===== config.mk =====
export PLATFORM = sky130hd
export DESIGN_NAME = mod_updown_counter
export DESIGN_NICKNAME = d
export VERILOG_FILES = /design/src/rtl/mod_updown_counter.sv
export SDC_FILE = /design/constraint.sdc
export NUM_CORES = 1
export LEC_CHECK = 0
export CORE_AREA = 5 5 42 44
export DETAILED_ROUTE_END_ITERATION = 8
export DIE_AREA = 0 0 47 49
export DONT_BUFFER_PORTS = 1
export PLACE_DENSITY = 0.46
export RECOVER_POWER = 25
export SLEW_MARGIN = 20
export SYNTH_ARGS = -nofsm -noshare
export SYNTH_HDL_FRONTEND = slang
export SYNTH_SLANG_ARGS = --single-unit

===== constraint.sdc =====
create_clock -name clock_i -period 1.6 [get_ports clock_i]
set_input_delay 0.32 -clock clock_i [delete_from_list [all_inputs] [get_ports clock_i]]
set_output_delay 0.32 -clock clock_i [all_outputs]
set_load 0.03 [all_outputs]

===== src/rtl/mod_updown_counter.sv =====
// Parametrised modulo-N up/down counter with load/clear, wrap or saturate mode,
// a zero-latency cascade terminal count and registered wrap / at-limit flags.
module mod_updown_counter #(
    parameter int WIDTH    = 4,
    parameter int MODULO   = 16,
    parameter bit SATURATE = 1'b0
) (
    input  logic             clock_i,
    input  logic             reset_i,
    input  logic             clear_i,
    input  logic             load_i,
    input  logic [WIDTH-1:0] load_value_i,
    input  logic             enable_i,
    input  logic             up_i,
    output logic [WIDTH-1:0] count_o,
    output logic             tc_o,
    output logic             wrap_o,
    output logic             at_limit_o
);

    localparam logic [WIDTH-1:0] MaxVal = WIDTH'(MODULO - 1);

    logic [WIDTH-1:0] count_q, count_d;
    logic             wrap_q, wrap_d;
    logic             atLimit_q, atLimit_d;
    logic [WIDTH-1:0] loadClamped;
    logic             atTerminal;

    // Out-of-range load values are pulled to the top of the range so the count
    // can never leave 0..MODULO-1.
    assign loadClamped = ({1'b0, load_value_i} > {1'b0, MaxVal}) ? MaxVal : load_value_i;

    assign atTerminal = up_i ? (count_q == MaxVal) : (count_q == '0);

    assign tc_o = enable_i & ~reset_i & ~clear_i & ~load_i & atTerminal;

    always_comb begin
        count_d   = count_q;
        wrap_d    = 1'b0;
        atLimit_d = atLimit_q;
        if (clear_i) begin
            count_d   = '0;
            atLimit_d = 1'b0;
        end else if (load_i) begin
            count_d   = loadClamped;
            atLimit_d = 1'b0;
        end else if (enable_i) begin
            if (!atTerminal) begin
                count_d   = up_i ? count_q + WIDTH'(1) : count_q - WIDTH'(1);
                atLimit_d = 1'b0;
            end else if (SATURATE) begin
                atLimit_d = 1'b1;
            end else begin
                count_d   = up_i ? '0 : MaxVal;
                wrap_d    = 1'b1;
                atLimit_d = 1'b0;
            end
        end
    end

    always_ff @(posedge clock_i) begin
        if (reset_i) begin
            count_q   <= '0;
            wrap_q    <= 1'b0;
            atLimit_q <= 1'b0;
        end else begin
            count_q   <= count_d;
            wrap_q    <= wrap_d;
            atLimit_q <= atLimit_d;
        end
    end

    assign count_o    = count_q;
    assign wrap_o     = wrap_q;
    assign at_limit_o = atLimit_q;

endmodule


==> flow_metrics.py <==
metrics = {
    "drt": {
        "vias": 343,
        "vias_per_cell": 4.97,
        "drt_wl_total_microns": 952,
        "drt_iter0_markers": 6,
        "routedWlPerCell_microns": 13.8,
        "ant_nets": 0,
        "drc": 0,
        "drt_pass1_iterations": 4,
    },
    "critical_path": {
        "endpoint_kind": "output pin",
        "worstPathCellList": "or4_4 -> nor2_4 -> inv_2 -> a21oi_4",
        "cpPeakStageDelay_ns": 0.52,
        "r2r_start": "count_o[1]",
        "cp_data_arrival_time_ns": 1.50,
        "cp_slowest_cell": "or4_4",
        "crit_buf_inv": 1,
        "required_ns": 1.28,
        "cp_max_fo": 2,
        "path_class": "register to output pin",
        "start_kind": "register",
        "rrSetupSlack_ns": 0.10,
        "r2r_end": "count_o[3]",
        "critPathTopFamily": "simple AND/OR/NAND/NOR gates",
        "reg2reg_depth": 6,
    },
    "status": {
        "status": "finished with violations",
        "violations": "negative setup slack",
    },
    "clocking": {
        "clkLatencyLatePin_ns": 0.24,
        "htreeDepth": 1,
        "cts_buffers": 3,
        "cts_root_buf": "clkbuf_4",
        "tritoncts": "done",
        "cts_setup_buffers": 0,
        "clockBufferDepth": 2,
        "ctsResizeCount": 0,
        "cts.sinks": 5,
        "clkSlewWorstSetupHoldPaths_ns": 0.04,
    },
    "grt": {
        "grt_usage_pct": 9.23,
        "grt_pass1_wl_microns": 1490,
        "grt_pass1_vias": 362,
        "gr-total-overflow": 0,
        "grt_max_degree": 10,
        "antenna_found_initial": 0,
    },
    "yosys": {
        "avgSynthCellArea_sq_um": 8.53,
        "synth_cells": 44,
        "yosys-top-cells-area": "dfxtp_1 27%, a21oi_1 11%, ha_1 6.7%",
        "synth-seq-cells": 5,
        "netlist_top_cells_count": "8 x a21oi_1, 5 x dfxtp_1, 3 x inv_1",
        "yosysWarnings": 0,
        "yosys_most_used_dff": "dfxtp_1",
        "async_flop_share_pct": 0,
        "syn_nets": 57,
        "yosys.cell_count.top_type": "a21oi_1",
        "synth_edf_count": 0,
        "synth.distinct_cells": 24,
        "post-synth-top-area-cell": "dfxtp_1",
        "yosysTopAreaCellShare_pct": 26.7,
        "ys_seq_area_share_pct": 26.7,
        "synthesis.area_sq_um": 375,
    },
    "floorplanning": {
        "die_h_microns": 49,
        "start_util_pct": 26.8,
        "io_pins": 17,
        "fp-row-count": 14,
        "die_w_microns": 47,
        "core_area_sq_um": 1400,
        "die_area_sq_um": 2300,
    },
    "cells_and_area": {
        "stdcell_count": 69,
        "layout.nets": 67,
        "diodes": 0,
        "drive_gt1_share_pct": 35.8,
        "syn2layout_area_growth_pct": 28.0,
        "finish.utilization_pct": 34.3,
    },
    "sta": {
        "setup_viol_count_final": 1,
        "finalClockSkew_ns": 0.00505,
        "finalHoldViolations": 0,
        "fin_crit_sh_pct": 114,
        "slew_violations": 0,
        "min_period_ns": 1.82,
        "fin_tns_setup_ns": -0.218,
        "hold_ws_ns": 0.144,
        "setup_ws_ns": -0.218,
        "grt_setup_unrepaired": "yes",
        "clock.fmax_mhz": 550,
    },
    "hold_path": {
        "hp-class": "input pin to register",
        "hp-start": "clear_i",
        "whs_path_depth": 1,
        "min_to": "count_o[0]",
    },
    "job": {
        "maxCapViolations": 0,
    },
    "place": {
        "dp_hpwl_microns": 773,
        "gp_congestion": 0.812,
        "port_buffers": 0,
        "place_inst": 65,
    },
    "power": {
        "peakVddDrop_v": 0.000437,
        "leakagePower_nw": 0.200,
        "p_per_area_nw_per_um2": 812,
    },
}
[cell type report]
type | instances | area, sq um
clock buffers | 4 | 26.3
fillers | 166 | 921
inverters | 3 | 11.3
multi-input cells | 34 | 260
flip-flops and latches | 5 | 110
well taps | 16 | 20.0
repair buffers | 7 | 52.6
[flip-flops by register name (all words and copies together) (netlist names)]
signal	flops
count_o	4
wrap_o	1
[worst max path at each step]
stage,from,end,cells after the start
finish,count_o[2],tc_o,4
global route,count_o[2],tc_o,4
CTS,count_o[2],tc_o,4
detailed placement,up_i,tc_o,4
global placement,up_i,tc_o,4
floorplan,count_o[2],tc_o,4
[worst reg2reg max path: stages, from the launching register on]
cell and delay [ns]:
dfxtp_4 0.33, buf_4 0.18, ha_1 0.28, a21o_1 0.18, a21oi_1 0.19, xnor2_1 0.15, o21ai_1 0.08
[cells in the final DEF, fill, tap and decap left out, drive strengths merged]
cell type,netlist,final
xnor2,2,2
fa,1,1
o32ai,2,2
nand2b,1,1
nor3b,2,2
dfxtp,5,5
xor2,2,2
nand2,1,1
o21ai,2,2
conb,1,1
and3,1,1
nor2,2,2
inv,3,3
clkbuf,0,4
buf,2,7
nor3,2,2
or3,1,1
or4,1,1
nand3,1,1
a2111oi,1,1
ha,2,2
a21o,1,1
a21oi,8,8
[per-layer routing]
layer	global-route usage, %	vias up	part of all wire, %
li1	-	174	-
met1	9.47	152	38
met2	14.3	15	51
met3	7.01	2	9.6
met4	2.76	0	1.1
met5	0	-	0
[power by group]
group	internal [mW]	total, mW	switching (mW)	leakage (nW)
Sequential	0.132	0.137	0.00538	0.0431
Combinational	0.0457	0.105	0.0595	0.142
Clock	0.0944	0.148	0.0536	0.0150
[repair_timing]
action | 4_1_cts | 5_1_grt
pin swaps | 2 | 0
hold buffers | 0 | 0
cloned | 0 | 0
endpoints found under the setup margin | 1 | 1
[metrics by stage]
step,area (sq um),power [mW],worst slack [ns]
2_1_floorplan,397,0.223,-0.0611
3_3_place_gp,454,0.247,-0.0176
3_5_place_dp,454,0.246,-0.0204
4_1_cts,480,0.401,-0.237
5_1_grt,480,0.413,-0.266
6_report,480,0.390,-0.218
[cells by family after synthesis]
logic type | synth area share [%]
adder cells (fa/ha/maj) | 12.0
XOR/XNOR | 9.34
AO/OA/AOI/OAI | 22.7
other | 0.999
AND/OR/NAND/NOR | 21.3
buffers and inverters | 7.00
flip-flops | 26.7
Power figures use the tool's default switching activity.
